<file path="config.mk">
export PLATFORM = sky130hd
export DESIGN_NAME = bola_nave_flat
export DESIGN_NICKNAME = d
export VERILOG_FILES = /design/src/rtl/bola_nave_if.sv /design/src/rtl/bola_nave.sv /design/src/flat_wrapper.sv
export SDC_FILE = /design/constraint.sdc
export NUM_CORES = 1
export LEC_CHECK = 0
export ABC_AREA = 1
export BUFFER_PORTS_ARGS = -buffer_cell sky130_fd_sc_hd__buf_2
export CAP_MARGIN = 20
export CORE_ASPECT_RATIO = 1.75
export CORE_MARGIN = 2
export CORE_UTILIZATION = 40
export DETAILED_ROUTE_END_ITERATION = 7
export PLACE_DENSITY = 0.62
export SLEW_MARGIN = 10
export SYNTH_ARGS = -nofsm -noshare
export SYNTH_HDL_FRONTEND = slang
export SYNTH_SLANG_ARGS = --single-unit
</file>
<file path="constraint.sdc">
create_clock -name CLOCK_50 -period 4.4 [get_ports CLOCK_50]
set_input_delay 0 -clock CLOCK_50 [delete_from_list [all_inputs] [get_ports CLOCK_50]]
set_output_delay 0 -clock CLOCK_50 [all_outputs]
set_load 0.02 [all_outputs]
</file>
<file path="src/rtl/bola_nave_if.sv">
// bola_nave_if: control inputs and shot outputs of the player projectile generator.
interface bola_nave_if;
    logic       pausa, reiniciarJogo, disparo, acerto;
    logic [9:0] nave_x, nave_y;
    logic [9:0] bola_nave_x, bola_nave_y;
    logic       ativa, evento_tiro;
    logic [7:0] disparos;
    modport master (
        output pausa, reiniciarJogo, disparo, acerto, nave_x, nave_y,
        input  bola_nave_x, bola_nave_y, ativa, evento_tiro, disparos
    );
    modport slave (
        input  pausa, reiniciarJogo, disparo, acerto, nave_x, nave_y,
        output bola_nave_x, bola_nave_y, ativa, evento_tiro, disparos
    );
endinterface

</file>
<file path="src/rtl/bola_nave.sv">
// bola_nave: launches one shot from the ship on a fire press, moves it up and retires it at the top or on a hit.
module bola_nave #(
    parameter int CLK_DIV      = 320000,
    parameter int VEL          = 4,
    parameter int Y_TOPO       = 0,
    parameter int LARGURA_NAVE = 30,
    parameter int RECARGA      = 8
) (
    input logic CLOCK_50,
    input logic reset_n,
    bola_nave_if.slave b
);
    localparam int DW = (CLK_DIV > 1) ? $clog2(CLK_DIV) : 1;
    typedef enum logic [1:0] {OCIOSA, VOANDO, ESPERA} estado_t;
    estado_t estado, proximo;
    logic [DW-1:0] div;
    logic [2:0] sinc, pronto;
    logic [9:0] x, y;
    logic [7:0] disparos, espera;
    logic ativa, evento, tick, tiro, lanca, fim;
    assign tick  = !b.pausa && div == DW'(CLK_DIV - 1);
    // pronto keeps a button already held through reset from looking like a fresh press
    assign tiro  = !b.pausa && pronto[2] && sinc[1] && !sinc[2];
    assign lanca = estado == OCIOSA && tiro && b.nave_y >= 10'(Y_TOPO + VEL + 1);
    assign fim   = estado == VOANDO && !b.pausa && (b.acerto || (tick && y < 10'(Y_TOPO + VEL)));
    always_ff @(posedge CLOCK_50 or negedge reset_n)
        if (!reset_n) estado <= OCIOSA;
        else estado <= b.reiniciarJogo ? OCIOSA : proximo;
    always_comb begin
        proximo = estado;
        if (lanca) proximo = VOANDO;
        else if (fim) proximo = ESPERA;
        else if (estado == ESPERA && tick && espera <= 8'd1) proximo = OCIOSA;
    end
    always_ff @(posedge CLOCK_50 or negedge reset_n)
        if (!reset_n) {sinc, pronto, div, x, y, ativa, evento, disparos, espera} <= '0;
        else if (b.reiniciarJogo) {sinc, pronto, div, x, y, ativa, evento, disparos, espera} <= '0;
        else begin
            sinc   <= {sinc[1:0], b.disparo};
            pronto <= {pronto[1:0], 1'b1};
            evento <= lanca;
            if (!b.pausa) div <= tick ? '0 : div + DW'(1);
            if (lanca) begin
                x     <= b.nave_x + 10'(LARGURA_NAVE / 2);
                y     <= b.nave_y - 10'd1;
                ativa <= 1'b1;
                if (disparos != 8'hff) disparos <= disparos + 8'd1;
            end else if (fim) begin
                x      <= '0;
                y      <= '0;
                ativa  <= 1'b0;
                espera <= 8'(RECARGA);
            end else if (estado == VOANDO && tick) y <= y - 10'(VEL);
            else if (estado == ESPERA && tick && espera != 8'd0) espera <= espera - 8'd1;
        end
    assign b.bola_nave_x = x;
    assign b.bola_nave_y = y;
    assign b.ativa       = ativa;
    assign b.evento_tiro = evento;
    assign b.disparos    = disparos;
endmodule

</file>
<file path="src/flat_wrapper.sv">
// flat-port wrapper written by rule: the top's interface ports become plain ports
module bola_nave_flat 
#(
    parameter int CLK_DIV      = 320000,
    parameter int VEL          = 4,
    parameter int Y_TOPO       = 0,
    parameter int LARGURA_NAVE = 30,
    parameter int RECARGA      = 8
)
  (CLOCK_50, reset_n, b_pausa, b_reiniciarJogo, b_disparo, b_acerto, b_nave_x, b_nave_y, b_bola_nave_x, b_bola_nave_y, b_ativa, b_evento_tiro, b_disparos);
  bola_nave_if b_i ();
  input logic CLOCK_50;
  input logic reset_n;
  input wire logic [$bits(b_i.pausa)-1:0] b_pausa;
  input wire logic [$bits(b_i.reiniciarJogo)-1:0] b_reiniciarJogo;
  input wire logic [$bits(b_i.disparo)-1:0] b_disparo;
  input wire logic [$bits(b_i.acerto)-1:0] b_acerto;
  input wire logic [$bits(b_i.nave_x)-1:0] b_nave_x;
  input wire logic [$bits(b_i.nave_y)-1:0] b_nave_y;
  output wire logic [$bits(b_i.bola_nave_x)-1:0] b_bola_nave_x;
  output wire logic [$bits(b_i.bola_nave_y)-1:0] b_bola_nave_y;
  output wire logic [$bits(b_i.ativa)-1:0] b_ativa;
  output wire logic [$bits(b_i.evento_tiro)-1:0] b_evento_tiro;
  output wire logic [$bits(b_i.disparos)-1:0] b_disparos;
  assign b_i.pausa = b_pausa;
  assign b_i.reiniciarJogo = b_reiniciarJogo;
  assign b_i.disparo = b_disparo;
  assign b_i.acerto = b_acerto;
  assign b_i.nave_x = b_nave_x;
  assign b_i.nave_y = b_nave_y;
  assign b_bola_nave_x = b_i.bola_nave_x;
  assign b_bola_nave_y = b_i.bola_nave_y;
  assign b_ativa = b_i.ativa;
  assign b_evento_tiro = b_i.evento_tiro;
  assign b_disparos = b_i.disparos;
  bola_nave #(.CLK_DIV(CLK_DIV), .VEL(VEL), .Y_TOPO(Y_TOPO), .LARGURA_NAVE(LARGURA_NAVE), .RECARGA(RECARGA)) u_core (.CLOCK_50(CLOCK_50), .reset_n(reset_n), .b(b_i));
endmodule
</file>
==> results of run 1 <==
## registers in the layout, summed over array words and instances (netlist names)
signal / cells
u_core.estado: 2
u_core.b.ativa: 1
u_core.espera: 8
u_core.pronto: 3
u_core.b.bola_nave_y: 10
u_core.b.bola_nave_x: 10
u_core.sinc: 3
u_core.b.evento_tiro: 1
u_core.b.disparos: 8
u_core.div: 19
## power groups by stage
stage	logic (mW)	clock network [mW]	registers (mW)
global route	0.348	0.725	0.684
detailed placement	0.301	0	0.691
floorplan	0.180	0	0.709
finish	0.306	0.677	0.681
CTS	0.309	0.696	0.680
global placement	0.295	0	0.689
## worst max-delay path: cells and delay by family, from the launching register on
family | cells | cell delay [ps]
flops | 1 | 400
fa+ha+maj | 1 | 220
simple gates | 11 | 1330
## per-stage QoR
step / hold slack, ps / power [mW]
after floorplan: -296 / 0.890
after global placement: -58.6 / 0.985
after detailed placement: -51.7 / 0.992
after CTS: 41.6 / 1.68
after global routing: 73.4 / 1.76
final: 52.0 / 1.66
## routing by layer
metal / share of wire, % / track usage [%] / up-vias / wire [µm]
met3: 3.7 / 4.19 / 19 / 320
met2: 56 / 37.2 / 70 / 4840
met4: 3.2 / 9.95 / 0 / 275
met1: 38 / 18.0 / 1543 / 3260
met5: 0 / 0 / - / 0
li1: - / - / 1619 / -
## final cells by class
| type | count | area, µm² |
|---|---|---|
| clock buffers | 11 | 233 |
| clock inverters | 4 | 45.0 |
| fillers | 890 | 4580 |
| inverters | 60 | 225 |
| multi-input cells | 323 | 1780 |
| flip-flops and latches | 65 | 1630 |
| well taps | 120 | 150 |
| repair buffers | 67 | 393 |
## cell usage after synthesis, drive strengths merged, types with 5 or more instances
master / instances
nand2: 104
dfrtp: 65
inv: 60
nor2: 55
nand3: 35
o21ai: 33
xor2: 25
nor3: 16
a21oi: 12
ha: 8
nand4: 8
xnor2: 6
buf: 5
## cell families (layout without fill, tap and decap cells)
| logic type | count (synthesis) | count (layout) | share of synthesized area (%) |
|---|---|---|---|
| xor gates and xnor gates | 31 | 31 | 7.37 |
| AOI/OAI and AO/OA | 60 | 60 | 9.38 |
| adders and majority gates | 8 | 8 | 2.72 |
| DFF | 65 | 65 | 44.2 |
| and+or+nand+nor | 224 | 224 | 28.8 |
| buffers and inverters | 67 | 142 | 7.51 |
## worst paths after layout
| kind | startpoint | endpoint | slack (ps) | cells past startpoint |
|---|---|---|---|---|
| hold / removal | b_nave_y[9] | u_core.b.bola_nave_y[9] | 50 | 5 |
| hold reg to reg | u_core.pronto[0] | u_core.pronto[1] | 460 | 2 |
| setup / recovery | u_core.div[1] | u_core.b.bola_nave_y[9] | 2380 | 12 |
| min in group asynchronous | reset_n | u_core.b.disparos[4] | 140 | 2 |
| max in group asynchronous | reset_n | u_core.b.bola_nave_x[8] | 3310 | 3 |
| setup reg to reg | u_core.div[1] | u_core.b.bola_nave_y[9] | 2380 | 12 |
## timing repair
item / in CTS / in global routing
endpoints found under the setup margin: 0 / 0
hold endpoints to repair: 25 / 0
hold buffers: 11 / 0
==> run metrics, run 1 <==
run status=finished, final reports clean; vias in the first global route=3420; Flop pwr share=40.9%; Fin. Hold Viols=0; peak fanout along the critical path=21; area of the mapped netlist=3680 µm²; Peak Freq=495 MHz; max-slew violation count=0; RePlAce Congestion=0.913; Worst-Skew Late Latency=330 ps; final worst slack=2380 ps; Post-Place Worst Slack=2360 ps; Worst Path Required=4660 ps; Area growth syn-to-layout=20.9%; cell accounting for the most synthesized area=dfrtp_1; initial DRC count=163; post-route cell area=4450 µm²; setup tns final=0 ps; initial antenna violation count=0; final wirelength=8700 µm; Worst Path Arrival=2280 ps; global route overflow=0; critical path class=reg2reg; Synth Flop Type=dfrtp_1; commonest non-fill, non-tap cells in the layout=nand2_1 (88), dfrtp_1 (65), inv_1 (58); ANT nets after route=0; non-filler cells, final=650; Via-to-Cell Ratio=5.00; Resized cells post-CTS=0; Mapped Cells=455; H-Tree Depth=3; Max-slew headroom=58.7%; peak supply drop=0.268 mV; clock buffer count from CTS=9; DRC Markers=0; Area after DPL=4060 µm²; antenna cells=0; combinational fraction of design power=18.4%; part of the power in the clock network=40.7%; Clock Pin Slew Worst Setup and Hold Paths=50 ps; Synth Warn #=0; clk sinks=65; Slowest-stage cell, CP=nor2_4; DRT Pass-1 Iters=4; Max Cap Viol=0; hpwl dp=6540 µm; I/O Pins=56; Longest Clk Path Bufs=2; CTS tree=built; register bit total from synthesis=65; Tot GR Track Use=18.8%; RSZ-0062 raised after global routing=no; core box area=9040 µm²; Post-synth EDFFs=0; post-synthesis area per instance=8.09 µm²; Async S/R FF share, synth=100%; switching portion of total power=28.6%; port bufs=55; Synth area leaders=dfrtp_1 (44%), nand2_1 (9.0%), xor2_1 (5.9%), inv_1 (5.9%), nor2_1 (4.8%); CP peak stage delay=460 ps; die area=10000 µm²; first-pass GRT wire length=14900 µm; placed cell count=624; Starting Density=40.8%; syn_nets=489; NetSw=0.476 mW; Root Buffer=clkbuf_16; pwr dens=374 nW/µm²; skew final=5.61 ps; most common cell after layout, fill and taps aside=nand2_1; final setup violation count=0; Vias=3251; P_leak=2.28 nW; number of core rows=46; crit start category=flop; Die W=76.5 µm; share of layout cells above drive strength 1=19.4%; nets=560; Die H=131 µm; sequential element share of the synthesized area=44.2%; top cell type's share of synthesized area=44.2%; measured slew at the worst slew-check pin=620 ps; worst hold path class=in2reg; Tmin final=2020 ps; largest net degree at the start of global routing=51; DR WL/cell=13.4 µm; Setup crit end kind=flop; utilization after layout=49.3%; count of different cell masters after synthesis=42; Post-CTS Setup Bufs=0; critical path, cell by cell=ha_1 -> nand2_2 -> nor2_4 -> nand3_2 -> nor2_4 -> nand2_2 -> nand2_2 -> nand2_4 -> nand2_4 -> nor2_4 -> nand3_1 -> nand2_1; crit share post-route=45.9%; P_int=1.19 mW
Power figures use the tool's default switching activity.
==> run 2: changes to the inputs <==
--- a/config.mk
+++ b/config.mk
@@ -12,7 +12,7 @@
 export CORE_MARGIN = 2
 export CORE_UTILIZATION = 40
 export DETAILED_ROUTE_END_ITERATION = 7
-export PLACE_DENSITY = 0.62
+export PLACE_DENSITY = 0.64
 export SLEW_MARGIN = 10
 export SYNTH_ARGS = -nofsm -noshare
 export SYNTH_HDL_FRONTEND = slang
==> constraint.sdc (replaced) <==
create_clock -name CLOCK_50 -period 1.64 [get_ports CLOCK_50]
set_input_delay 0 -clock CLOCK_50 [delete_from_list [all_inputs] [get_ports CLOCK_50]]
set_output_delay 0 -clock CLOCK_50 [all_outputs]
set_load 0.02 [all_outputs]
==> run metrics, run 2 (synthesis gave the netlist of run 1 again) <==
CTS tree=built; Worst Path Buf+Inv=1 (+1); Stages on worst setup path=12 (unchanged); Area growth syn-to-layout=45.2%; worst hold path class=in2reg; capturing point of the worst reg2reg path=u_core.espera[1]; core box area=9040 µm² (unchanged); ANT nets after route=0 (unchanged); family with the most delay on the worst path=simple AND/OR/NAND/NOR gates; max-slew violation count=0 (unchanged); Worst-Skew Late Latency=340 ps (about the same); first-pass GRT wire length=16400 µm (+10%); register area=1630 µm² (+0.15%); Starting Density=40.8% (unchanged); clk sinks=65 (unchanged); critical path, cell by cell=ha_2 -> nand2_2 -> nor2_4 -> nand3_2 -> nor2_4 -> nand2_2 -> nand2_2 -> nand2_4 -> buf_12 -> o211ai_1 -> nand2_1 -> o21ai_1; Fillers=822 (-7.6%); setup tns final=-1300 ps (-1300 ps); pwr dens=978 nW/µm² (+160%); CP peak stage delay=370 ps (-90 ps); crit share post-route=104% (+58 points); RSZ-0062 raised after global routing=yes; R2R cell count=12 (unchanged); Clock Pin Slew Worst Setup and Hold Paths=60 ps (about the same); Slowest-stage cell, CP=dfrtp_1; Longest Clk Path Bufs=2 (unchanged); P_leak=2.71 nW (+19%); clock buffer count from CTS=9 (unchanged); Peak Freq=589 MHz (+19%); antenna cells=0 (unchanged); placed cell count=678 (+8.7%); r2r setup slk=-60 ps (-2440 ps); vias in the first global route=3610 (+5.6%); number of core rows=46 (unchanged); I/O Pins=56 (unchanged); Fin. Hold Viols=0 (unchanged); non-filler cells, final=721 (+11%); post-route cell area=5350 µm² (+20%); commonest non-fill, non-tap cells in the layout=nand2_1 (79), dfrtp_1 (63), buf_4 (60); violated checks=negative setup slack; reg2reg start=u_core.div[1]; multi-input logic area=1990 µm² (+12%); hpwl dp=7050 µm (+7.9%); final setup violation count=34 (+34); DRC Markers=0 (unchanged); CP Launch Point=u_core.div[1]; initial DRC count=137 (-16%); port bufs=55 (unchanged); Critical Path End=u_core.espera[1]; global route overflow=0 (unchanged); Top reg by flops=u_core.div; peak fanout along the critical path=15 (-29%); critical path class=reg2reg; RePlAce Congestion=0.834 (-8.6%); Vias=3592 (+10%); H-Tree Depth=3 (unchanged); Setup crit end kind=flop; Tot GR Track Use=21.0% (+2.2 points); skew final=8.80 ps (+3.19 ps); crit start category=flop; most used cell, CP=nand2_2; DR WL/cell=14.4 µm (+7.5%); final worst slack=-58.9 ps (-2440 ps); Die H=131 µm (unchanged); largest net degree at the start of global routing=47 (-7.8%); nets=630 (+13%); share of layout cells above drive strength 1=36.9% (+18 points); DRT Pass-1 Iters=4 (unchanged); final wirelength=10400 µm (+19%); peak supply drop=0.615 mV (+130%); Tmin final=1700 ps (-321 ps); Root Buffer=clkbuf_16; Die W=76.5 µm (unchanged); power consumption=5.23 mW (+210%); Largest register FFs=19 (unchanged); tightest hold margin=44.3 ps (-7.71 ps); run status=finished, violations left; Via-to-Cell Ratio=4.98 (-0.39%); Area after DPL=4540 µm² (+12%); Worst Path Arrival=1970 ps (-310 ps); worst hold start=b_nave_y[9]; die area=10000 µm² (unchanged); most common cell after layout, fill and taps aside=nand2_1; measured slew at the worst slew-check pin=466 ps (-154 ps); Max Cap Viol=0 (unchanged); Worst Path Required=1910 ps (-2750 ps); initial antenna violation count=0 (unchanged); Max-slew headroom=68.8% (+10 points)
[run 2: cell types whose count changed in the layout (fill, tap and decap cells not counted), moves of 6 or more]
| cell | change |
|---|---|
| buf_4 | +59 |
| o21ai_0 | -7 |
| nand2_1 | -9 |
| o21ai_2 | +6 |
| nand3_1 | -10 |
| nand2_2 | +8 |
| nor2_1 | -7 |
| nand3_2 | +8 |
[run 2: timing repair]
item	in CTS	in global routing
endpoints found under the hold margin	75	0
pin swaps	9	4
cloned	1	0
hold buffers	11	0
endpoints found under the setup margin	34	50
setup buffers	2	13
gates resized for setup	20	40
[run 2: cell type report]
| cell class | instances | area share, % |
|---|---|---|
| Timing Repair Buffer | 136 | 18.6 |
| Sequential cell | 65 | 30.5 |
| Multi-Input combinational cell | 324 | 37.2 |
| Tap cell | 120 | 2.81 |
| Clock buffer | 10 | 4.47 |
| Clock inverter | 6 | 2.13 |
| Inverter | 60 | 4.38 |
[run 2: how the worst min path moves through the flow]
| stage | to | cells past startpoint |
|---|---|---|
| 6_report | u_core.b.bola_nave_y[9] | 5 |
| 5_1_grt | u_core.b.bola_nave_x[1] | 4 |
| 4_1_cts | u_core.b.bola_nave_y[9] | 5 |
| 3_5_place_dp | u_core.div[14] | 2 |
| 3_3_place_gp | u_core.div[15] | 2 |
| 2_1_floorplan | u_core.b.ativa | 0 |
[run 2: routing by layer]
layer | vias to the layer above | wire, µm | part of all wire, % | GRT usage [%]
li1 | 1757 | - | - | -
met1 | 1725 | 3890 | 38 | 20.7
met2 | 89 | 5830 | 56 | 41.5
met3 | 21 | 361 | 3.5 | 4.40
met4 | 0 | 290 | 2.8 | 10.2
met5 | - | 0 | 0 | 0
[run 2: power by group]
part	leakage [nW]	total, mW	internal (mW)	switching [mW]
logic	1.66	1.17	0.530	0.638
registers	0.885	1.77	1.71	0.0631
clock network	0.165	2.29	1.53	0.758
total	2.71	5.23	3.77	1.46
[run 2: tightest hold or removal path, cell delays in order]
cell	delay (ps)
buf_2	110
nand2_1	60
a21oi_1	70
nand3_2	70
nand2_1	40
[run 2: stage by stage]
step / util [%] / setup slack, ps
after floorplan: - / -21.0
after global placement: 50.2 / -189
after detailed placement: 50.2 / -229
after CTS: 56.4 / -66.7
after global routing: 59.2 / -176
final: 59.2 / -58.9
==> run 3: changes to the inputs <==
--- a/config.mk
+++ b/config.mk
@@ -5,7 +5,7 @@
 export SDC_FILE = /design/constraint.sdc
 export NUM_CORES = 1
 export LEC_CHECK = 0
-export ABC_AREA = 1
+export ABC_AREA = 0
 export BUFFER_PORTS_ARGS = -buffer_cell sky130_fd_sc_hd__buf_2
 export CAP_MARGIN = 20
 export CORE_ASPECT_RATIO = 1.75
==> run metrics, run 3 <==
top cell type's share of synthesized area=45.6% (+1.4 points); initial DRC count=151 (+10%); Adder-Cell Fraction of Synth Area=2.80% (+0.086 points); CTS tree=built; post-synthesis area per instance=9.54 µm² (+18%); Critical Path End=u_core.b.bola_nave_y[7]; Fin. Hold Viols=0 (unchanged); NetSw=1.18 mW (-19%); Largest register FFs=19 (unchanged); Mapped Cells=374 (-18%); worst hold path class=in2reg; CP peak stage delay=410 ps (+40 ps); I/O Pins=56 (unchanged); Die W=75.4 µm (-1.5%); nets=598 (-5.1%); P_int=3.39 mW (-10%); commonest non-fill, non-tap cells in the layout=buf_4 (103), dfrtp_1 (63), buf_2 (55); Worst Path Arrival=2340 ps (+370 ps); sequential element share of the synthesized area=45.6% (+1.4 points); DRT Pass-1 Iters=5 (+1); Post-synth EDFFs=0 (unchanged); Async S/R FF share, synth=100% (unchanged); Slowest-stage cell, CP=o31ai_4; antenna cells=0 (unchanged); final worst slack=-473 ps (-414 ps); reg2reg start=u_core.estado[1]; setup tns final=-18430 ps (-17140 ps); Tmin final=2110 ps (+414 ps); post-synthesis compound-gate area fraction=13.3% (+3.9 points); violated checks=negative setup slack; number of core rows=45 (-2.2%); RSZ-0062 raised after global routing=yes; die area=9730 µm² (-2.9%); peak fanout along the critical path=4 (-11); global route overflow=0 (unchanged); hpwl dp=7260 µm (+2.9%); vias in the first global route=3754 (+4.0%); Starting Density=41.2% (+0.42 points); peak supply drop=0.662 mV (+7.6%); Fillers=672 (-18%); Top reg by flops=u_core.div; Root Buffer=clkbuf_16; part of the power in the clock network=45.9% (+2.1 points); final wirelength=10400 µm (about the same); R2R cell count=6 (-6); Synth Area in XOR/XNOR=9.57% (+2.2 points); Tot GR Track Use=22.6% (+1.6 points); register bit total from synthesis=65 (unchanged); Synth area leaders=dfrtp_1 (46%), xor2_1 (6.1%), nor2_1 (5.8%), nand2_1 (3.7%), xnor2_1 (3.4%); clock buffer count from CTS=9 (unchanged); Flop pwr share=36.9% (+3.0 points); critical path class=reg2reg; Area growth syn-to-layout=60.2%; pwr dens=800 nW/µm² (-18%); run status=finished, violations left; crit start category=flop; Worst-Skew Late Latency=340 ps (about the same); critical path, cell by cell=or3b_1 -> nand4bb_4 -> o31ai_4 -> nand2b_4 -> a2111oi_2 -> a211o_1; measured slew at the worst slew-check pin=455 ps (-10.6 ps); Max Cap Viol=0 (unchanged); Vias=3533 (-1.6%); crit share post-route=129% (+25 points); final setup violation count=57 (+68%); Clock Pin Slew Worst Setup and Hold Paths=60 ps (about the same); r2r setup slk=-470 ps (-410 ps); area of the mapped netlist=3570 µm² (-3.1%); Synth Area in Simple Gates=25.1% (-3.8 points); mux cell area share after synthesis=0.561% (+0.56 points); initial antenna violation count=0 (unchanged); port bufs=55 (unchanged); Setup crit end kind=flop; combinational fraction of design power=17.1% (-5.2 points); combinational family with the most area after synthesis=simple AND/OR/NAND/NOR gates; H-Tree Depth=3 (unchanged); Synth Flop Type=dfrtp_1; Die H=129 µm (-1.5%); P_leak=2.68 nW (-1.4%); DR WL/cell=15.1 µm (+5.1%); top cells by count, synth=dfrtp_1 (65), nor2_1 (55), nand2_1 (35); skew final=6.30 ps (-2.51 ps); CP Launch Point=u_core.estado[1]; DRC Markers=0 (unchanged); ANT nets after route=0 (unchanged); Max-slew headroom=69.4% (+0.59 points); Peak Freq=473 MHz (-20%); utilization after layout=65.9% (+6.8 points); most common cell in the netlist=dfrtp_1; clk sinks=65 (unchanged); capturing point of the worst reg2reg path=u_core.b.bola_nave_y[7]; first-pass GRT wire length=16800 µm (+2.0%); count of different cell masters after synthesis=59 (+40%); syn_nets=408 (-17%); most common cell after layout, fill and taps aside=buf_4; largest net degree at the start of global routing=42 (-11%); Synth Warn #=0 (unchanged); max-slew violation count=0 (unchanged); power consumption=4.57 mW (-13%); Worst Path Required=1860 ps (-50 ps); RePlAce Congestion=0.903 (+8.2%); switching portion of total power=25.8% (-2.1 points); cell accounting for the most synthesized area=dfrtp_1; share of layout cells above drive strength 1=46.2% (+9.3 points); Via-to-Cell Ratio=5.15 (+3.4%); Longest Clk Path Bufs=2 (unchanged); core box area=8670 µm² (-4.0%)
## run 3: changes by cell type after synthesis, sizes merged, moves of 7 or more
| cell | before | now |
|---|---|---|
| nor2b | 0 | 7 |
| o21ai | 33 | 21 |
| xnor2 | 6 | 14 |
| inv | 60 | 17 |
| nand2 | 104 | 36 |
| nand3 | 35 | 10 |
## run 3: routing by layer
layer  GRT usage [%]  routed length (µm)  part of all wire, %
met1            23.2                3810                   37
met2            41.2                5770                   56
met3            4.07                 357                  3.4
met4            12.6                 430                  4.1
met5               0                   0                    0
## run 3: timing repair
action	CTS	global route
pin swaps	31	29
hold endpoints to repair	76	0
gates resized for setup	30	53
setup endpoints to repair	58	58
gates cloned	1	1
hold buffers	12	0
buffers inserted	13	3
## run 3: worst min-delay path by stage
stage                                from        endpoint  cells after the start
after floorplan                   reset_n  u_core.b.ativa                      0
after global placement            reset_n   u_core.div[8]                      1
after detailed placement          reset_n   u_core.div[8]                      1
after CTS                 b_reiniciarJogo  u_core.sinc[2]                      2
after global routing      b_reiniciarJogo  u_core.sinc[2]                      2
final                     b_reiniciarJogo  u_core.sinc[2]                      2
## run 3: critical path: cells and delay by family, from the launching register on
family	cells	cell delay [ps]
simple gates	3	900
compound gates	3	730
flops	1	370
## run 3: final cells by class
class | count | area [µm²] | share of cell area [%]
tap | 117 | 146 | 2.56
sequential | 65 | 1630 | 28.5
timing repair buffer | 188 | 1400 | 24.4
inverter | 17 | 66.3 | 1.16
clock buffer | 10 | 239 | 4.18
clock inverter | 6 | 91.3 | 1.60
multi-input combinational | 283 | 2150 | 37.6
## run 3: power by group through the flow
stage | sequential (mW) | combinational [mW] | clock [mW]
2_1_floorplan | 1.78 | 0.264 | 0
3_3_place_gp | 1.71 | 0.679 | 0
3_5_place_dp | 1.72 | 0.689 | 0
4_1_cts | 1.69 | 0.732 | 2.13
5_1_grt | 1.69 | 0.856 | 2.21
6_report | 1.69 | 0.784 | 2.10
## run 3: per-stage QoR
step	setup WS (ps)	instance area (µm²)	hold slack, ps	cells
after floorplan	-597	3640	-296	374
after global placement	-458	4830	-73.4	644
after detailed placement	-513	4830	-63.6	644
after CTS	-497	5490	18.5	684
after global routing	-576	5720	46.8	686
final	-473	5720	25.3	686
## run 3: cells by family (layout without fill, tap and decap cells)
kind of cell | count (synthesis) | after routing
multiplexers | 2 | 2
buffers and inverters | 26 | 221
XOR/XNOR | 39 | 39
AND/OR/NAND/NOR | 172 | 172
AO/OA/AOI/OAI | 62 | 62
flip-flops | 65 | 65
adder cells (fa/ha/maj) | 8 | 8
